### src/rtl/addsub_accum_mc_if.sv
// Request/result bundle for the multi-channel add/sub accumulator.
// master drives operations and sticky clears; slave is the accumulator.
interface addsub_accum_mc_if #(
    parameter int N  = 8,
    parameter int CH = 4
);
    localparam int CW = $clog2(CH);

    logic          in_valid;
    logic [CW-1:0] in_ch;
    logic [1:0]    in_op;
    logic [N-1:0]  in_data;
    logic          signed_mode;
    logic          sat_en;
    logic [CH-1:0] sticky_clr;

    logic          out_valid;
    logic [CW-1:0] out_ch;
    logic [N-1:0]  out_acc;
    logic          out_carry;
    logic          out_ovf;
    logic [CH-1:0] ovf_sticky;

    modport master (
        output in_valid, in_ch, in_op, in_data, signed_mode, sat_en, sticky_clr,
        input  out_valid, out_ch, out_acc, out_carry, out_ovf, ovf_sticky
    );

    modport slave (
        input  in_valid, in_ch, in_op, in_data, signed_mode, sat_en, sticky_clr,
        output out_valid, out_ch, out_acc, out_carry, out_ovf, ovf_sticky
    );
endinterface

### src/rtl/addsub_accum_mc.sv
// Multi-channel add/sub accumulator: stage 1 registers the request, stage 2 reads,
// computes, writes back the channel accumulator and registers the result outputs.
module addsub_accum_mc #(
    parameter int N  = 8,
    parameter int CH = 4
) (
    input  logic             clk,
    input  logic             aclr,
    addsub_accum_mc_if.slave bus
);
    localparam int          CW     = $clog2(CH);
    localparam logic [CW:0] CH_LIM = (CW+1)'(CH);
    localparam logic [N-1:0] ONES  = '1;
    localparam logic [N-1:0] SMAX  = {1'b0, {(N-1){1'b1}}};
    localparam logic [N-1:0] SMIN  = {1'b1, {(N-1){1'b0}}};

    logic          s1_valid_reg;
    logic [CW-1:0] s1_ch_reg;
    logic [1:0]    s1_op_reg;
    logic [N-1:0]  s1_data_reg;
    logic          s1_signed_reg;
    logic          s1_sat_reg;

    always_ff @(posedge clk or posedge aclr) begin
        if (aclr) begin
            s1_valid_reg  <= 1'b0;
            s1_ch_reg     <= '0;
            s1_op_reg     <= '0;
            s1_data_reg   <= '0;
            s1_signed_reg <= 1'b0;
            s1_sat_reg    <= 1'b0;
        end else begin
            // Requests for channels that do not exist die here.
            s1_valid_reg  <= bus.in_valid && ({1'b0, bus.in_ch} < CH_LIM);
            s1_ch_reg     <= bus.in_ch;
            s1_op_reg     <= bus.in_op;
            s1_data_reg   <= bus.in_data;
            s1_signed_reg <= bus.signed_mode;
            s1_sat_reg    <= bus.sat_en;
        end
    end

    logic [N-1:0]  acc_all [CH];
    logic [CH-1:0] sticky_all;
    logic [N-1:0]  opa;
    logic [N:0]    sum;
    logic [N:0]    diff;
    logic [N-1:0]  res_next;
    logic          carry_next;
    logic          ovf_next;

    always_comb begin
        opa        = acc_all[s1_ch_reg];
        sum        = {1'b0, opa} + {1'b0, s1_data_reg};
        diff       = {1'b0, opa} - {1'b0, s1_data_reg};
        res_next   = '0;
        carry_next = 1'b0;
        ovf_next   = 1'b0;
        case (s1_op_reg)
            2'b00: begin
                res_next   = sum[N-1:0];
                carry_next = sum[N];
                ovf_next   = s1_signed_reg
                           ? ((opa[N-1] == s1_data_reg[N-1]) && (sum[N-1] != opa[N-1]))
                           : sum[N];
            end
            2'b01: begin
                res_next   = diff[N-1:0];
                carry_next = diff[N];
                ovf_next   = s1_signed_reg
                           ? ((opa[N-1] != s1_data_reg[N-1]) && (diff[N-1] != opa[N-1]))
                           : diff[N];
            end
            2'b10:   res_next = s1_data_reg;
            default: res_next = '0;
        endcase
        // Signed overflow always runs away from A's sign, so A picks the rail.
        if (s1_sat_reg && ovf_next) begin
            if (s1_signed_reg) res_next = opa[N-1] ? SMIN : SMAX;
            else               res_next = (s1_op_reg == 2'b00) ? ONES : '0;
        end
    end

    generate
        for (genvar gi = 0; gi < CH; gi++) begin : g_ch
            logic [N-1:0] acc_reg;
            logic         sticky_reg;
            logic         hit;

            assign hit = s1_valid_reg && (s1_ch_reg == CW'(gi));

            always_ff @(posedge clk or posedge aclr) begin
                if (aclr) begin
                    acc_reg    <= '0;
                    sticky_reg <= 1'b0;
                end else begin
                    if (hit) acc_reg <= res_next;
                    if (hit && ovf_next)          sticky_reg <= 1'b1;
                    else if (bus.sticky_clr[gi])  sticky_reg <= 1'b0;
                end
            end

            assign acc_all[gi]    = acc_reg;
            assign sticky_all[gi] = sticky_reg;
        end
    endgenerate

    logic          out_valid_reg;
    logic [CW-1:0] out_ch_reg;
    logic [N-1:0]  out_acc_reg;
    logic          out_carry_reg;
    logic          out_ovf_reg;

    always_ff @(posedge clk or posedge aclr) begin
        if (aclr) begin
            out_valid_reg <= 1'b0;
            out_ch_reg    <= '0;
            out_acc_reg   <= '0;
            out_carry_reg <= 1'b0;
            out_ovf_reg   <= 1'b0;
        end else begin
            out_valid_reg <= s1_valid_reg;
            if (s1_valid_reg) begin
                out_ch_reg    <= s1_ch_reg;
                out_acc_reg   <= res_next;
                out_carry_reg <= carry_next;
                out_ovf_reg   <= ovf_next;
            end
        end
    end

    assign bus.out_valid  = out_valid_reg;
    assign bus.out_ch     = out_ch_reg;
    assign bus.out_acc    = out_acc_reg;
    assign bus.out_carry  = out_carry_reg;
    assign bus.out_ovf    = out_ovf_reg;
    assign bus.ovf_sticky = sticky_all;
endmodule

### src/flat_wrapper.sv
// flat-port wrapper written by rule: the top's interface ports become plain ports
module addsub_accum_mc_flat 
#(
    parameter int N  = 8,
    parameter int CH = 4
)
  (clk, aclr, bus_in_valid, bus_in_ch, bus_in_op, bus_in_data, bus_signed_mode, bus_sat_en, bus_sticky_clr, bus_out_valid, bus_out_ch, bus_out_acc, bus_out_carry, bus_out_ovf, bus_ovf_sticky);
  addsub_accum_mc_if #(.N(N), .CH(CH)) bus_i ();
  input  logic clk;
  input  logic aclr;
  input wire logic [$bits(bus_i.in_valid)-1:0] bus_in_valid;
  input wire logic [$bits(bus_i.in_ch)-1:0] bus_in_ch;
  input wire logic [$bits(bus_i.in_op)-1:0] bus_in_op;
  input wire logic [$bits(bus_i.in_data)-1:0] bus_in_data;
  input wire logic [$bits(bus_i.signed_mode)-1:0] bus_signed_mode;
  input wire logic [$bits(bus_i.sat_en)-1:0] bus_sat_en;
  input wire logic [$bits(bus_i.sticky_clr)-1:0] bus_sticky_clr;
  output wire logic [$bits(bus_i.out_valid)-1:0] bus_out_valid;
  output wire logic [$bits(bus_i.out_ch)-1:0] bus_out_ch;
  output wire logic [$bits(bus_i.out_acc)-1:0] bus_out_acc;
  output wire logic [$bits(bus_i.out_carry)-1:0] bus_out_carry;
  output wire logic [$bits(bus_i.out_ovf)-1:0] bus_out_ovf;
  output wire logic [$bits(bus_i.ovf_sticky)-1:0] bus_ovf_sticky;
  assign bus_i.in_valid = bus_in_valid;
  assign bus_i.in_ch = bus_in_ch;
  assign bus_i.in_op = bus_in_op;
  assign bus_i.in_data = bus_in_data;
  assign bus_i.signed_mode = bus_signed_mode;
  assign bus_i.sat_en = bus_sat_en;
  assign bus_i.sticky_clr = bus_sticky_clr;
  assign bus_out_valid = bus_i.out_valid;
  assign bus_out_ch = bus_i.out_ch;
  assign bus_out_acc = bus_i.out_acc;
  assign bus_out_carry = bus_i.out_carry;
  assign bus_out_ovf = bus_i.out_ovf;
  assign bus_ovf_sticky = bus_i.ovf_sticky;
  addsub_accum_mc #(.N(N), .CH(CH)) u_core (.clk(clk), .aclr(aclr), .bus(bus_i));
endmodule
### config.mk
export PLATFORM = sky130hd
export DESIGN_NAME = addsub_accum_mc_flat
export DESIGN_NICKNAME = d
export VERILOG_FILES = /design/src/rtl/addsub_accum_mc_if.sv /design/src/rtl/addsub_accum_mc.sv /design/src/flat_wrapper.sv
export SDC_FILE = /design/constraint.sdc
export NUM_CORES = 1
export LEC_CHECK = 0
export ABC_AREA = 1
export BUFFER_PORTS_ARGS = -buffer_cell sky130_fd_sc_hd__buf_2
export CORE_MARGIN = 2
export CORE_UTILIZATION = 50
export DETAILED_ROUTE_END_ITERATION = 10
export MAX_ROUTING_LAYER = met4
export PLACE_DENSITY = 0.69
export SYNTH_ARGS = -nofsm -noshare
export SYNTH_HDL_FRONTEND = slang
export SYNTH_SLANG_ARGS = --single-unit
### constraint.sdc
create_clock -name clk -period 4.6 [get_ports clk]
set_input_delay 1.38 -clock clk [delete_from_list [all_inputs] [get_ports clk]]
set_output_delay 1.38 -clock clk [all_outputs]
set_load 0.005 [all_outputs]
==> flow_summary.ini <==
[status]
outcome = completed

[yosys]
yosys.area.top_type = dfrtp_1
post-synth-top-count-cell = nand2_1
yosys-top-cells-area = dfrtp_1, nand2_1, ha_1, inv_1, o21ai_0
ys_top_cells_by_count = nand2_1, dfrtp_1, inv_1
syn_inst = 453
synth-seq-cells = 64
synth_area_per_cell_um2 = 8.06
syn_nets = 493
synth_warnings = 0
synth_top_flop_cell = dfrtp_1
synth_area_mm2 = 0.00365
synth_cell_types = 37
synthArstFlopShare = 1.00
synth-edff-count = 0
synth_seq_area_share = 0.439
synth_top_cell_area_share = 0.439

[die]
fp.dieW_um = 89.5
fp.dieH_um = 89.5
start_util = 0.509
core_area_mm2 = 0.00718
num_io_pins = 38
dieArea_mm2 = 0.00800
std_cell_rows = 31

[global_route]
grt_pass1_vias = 2971
antenna_found_initial = 0
grt_usage = 0.248
overflow = 0
grt_max_degree = 36
grt_pass1_wl_um = 14400

[timing]
drv_slew = 0
worst_hold_slack_ns = 0.477
fmax_mhz = 289
tightest_slew_ns = 0.745
fin_setup_tns_ns = 0
period_share = 0.752
setup-violations-final = 0
period_needed_ns = 3.46
hold_viol = 0
relSlewSlack = 0.502
rsz0062_at_grt = false
fin_skew_ns = 0.00663

[pwr]
p_leak_uw = 0.00220
pwr-share-comb = 0.283
switching_share = 0.338
p_switching_uw = 598
p_int_uw = 1170
peakVddDrop_v = 0.000156
p_clk_frac = 0.309
pwr-share-seq = 0.408
power_density_mw_per_mm2 = 431

[routing]
drt-total-wl_um = 8790
met1_length_um = 3990
met3_length_um = 561
ant_nets = 0
vias_per_cell = 5.23
wl_met2_um = 4050
drc = 0
top_layer_used = met4
drt_iter0_markers = 224
dr.pass1.iters = 5
wl_per_cell_um = 14.8
vias = 3108

[critical_path]
worst_setup_path_end_kind = flip-flop
arrival_ns = 3.69
start_kind = flip-flop
r2r_slack_ns = 1.14
regToRegStartpoint = u_core.s1_ch_reg[1]
r2r-end = u_core.bus.out_acc[1]
path_max_fanout = 10
worstPathRequired_ns = 4.83
rr_worst_depth = 19
path_class = reg2reg

[clocking]
ctsResizeCount = 0
clockBufferDepth = 2
clk_pin_slew_worst_paths_ns = 0.07
htreeDepth = 3
numCtsBuffers = 9
postCtsHoldBufs = 0
insertion_delay_ns = 0.34
cts_tree = yes
postCtsSetupBuffers = 0
clockRootBuffer = clkbuf_8
clock-sinks = 64

[hold_path]
hold_depth = 2
min_path_type = reg2reg
holdCritStartpoint = u_core.bus.out_ovf
hold_end = u_core.bus.out_ovf

[cells_and_area]
final_util = 0.572
antenna_cells = 0
largest_register_ffs = 32
nets = 531
syn2layout_area_growth_pct = 12.4
drive_above_1_share = 0.194

[job]
cap_violations = 0

[place]
portBuffers = 37
place_congestion = 1.02
dp_hpwl_um = 6520
metrics by stage:
stage          setup slack, ns  area [um^2]  instances  power [uW]
6_report                  1.14         4100        594        1770
5_1_grt                  0.794         4100        594        1880
4_1_cts                   1.20         4100        594        1770
3_5_place_dp              1.21         3880        579        1220
3_3_place_gp              1.29         3880        579        1210
2_1_floorplan             1.62         3650        453        1100
power by group through the flow:
stage | sequential (uW) | clock [uW] | combinational, uW
floorplan | 712 | 0 | 388
global placement | 726 | 0 | 487
detailed placement | 728 | 0 | 495
CTS | 720 | 551 | 498
global route | 732 | 574 | 573
finish | 721 | 547 | 499
worst max-delay path by stage:
stage	cells after the start	endpoint	from
floorplan	1	u_core.bus.out_acc[0]	aclr
global placement	19	u_core.bus.out_acc[4]	u_core.s1_ch_reg[1]
detailed placement	17	u_core.bus.out_acc[4]	u_core.s1_ch_reg[1]
CTS	19	u_core.bus.out_acc[1]	u_core.s1_ch_reg[1]
global route	17	u_core.bus.out_acc[1]	u_core.s1_ch_reg[1]
finish	19	u_core.bus.out_acc[1]	u_core.s1_ch_reg[1]
routing by layer:
metal  GRT usage  up-vias
met5           -        -
met3      0.0452       16
li1            -     1511
met1       0.325     1454
met4      0.0977        0
met2       0.380      127
critical path, cell delays in order, from the launching register on:
cell and delay, ns:
dfrtp_1 0.47, clkinv_2 0.20, nor2_1 0.47, inv_1 0.10
o221ai_1 0.31, inv_1 0.08, ha_1 0.19, inv_1 0.08
fa_1 0.24, nand3_1 0.09, nand2_1 0.14, nand3_1 0.09
nand4_1 0.15, nand3_2 0.14, nand3_4 0.17, nor2_8 0.05
nand2_8 0.12, nand2_4 0.08, nand2_1 0.11, nand2_1 0.06
kinds of logic after synthesis:
logic type / Yosys count / synth area share
adders and majority gates: 19 / 0.0692
AOI/OAI and AO/OA: 63 / 0.105
DFF: 64 / 0.439
buffers and inverters: 64 / 0.0788
and+or+nand+nor: 242 / 0.306
xor gates and xnor gates: 1 / 0.00240
cell type report:
| class | count | area (um^2) |
|---|---|---|
| clock buffers | 12 | 155 |
| clock inverters | 3 | 65.1 |
| fillers | 669 | 3070 |
| inverters | 53 | 203 |
| multi-input cells | 325 | 1760 |
| flip-flops and latches | 64 | 1600 |
| well taps | 99 | 124 |
| repair buffers | 38 | 193 |
placed cells by master, fill, tap and decap left out, types with 2 or more instances in the layout:
cell type  Yosys  final
inv_1         41     40
ha_1          17     17
nand4_1        3      3
nor2_1        25     25
clkbuf_8       0     11
inv_2          6      7
nand3_1       20     20
nand2_2        9      9
nand2_4        8      8
o22ai_1        4      4
o221ai_1       2      2
o21bai_1       3      3
fa_1           2      2
nor2_2         4      4
buf_2          2     37
bufinv_16      0      2
a22oi_1        7      7
clkinv_1       4      4
nand3_2        3      3
clkinv_2       1      2
a21oi_2        5      5
o21ai_0       24     24
dfrtp_1       64     64
a21oi_1       12     12
o211ai_1       4      4
nand2_1      164    164
(Power assumes the default switching activity.)
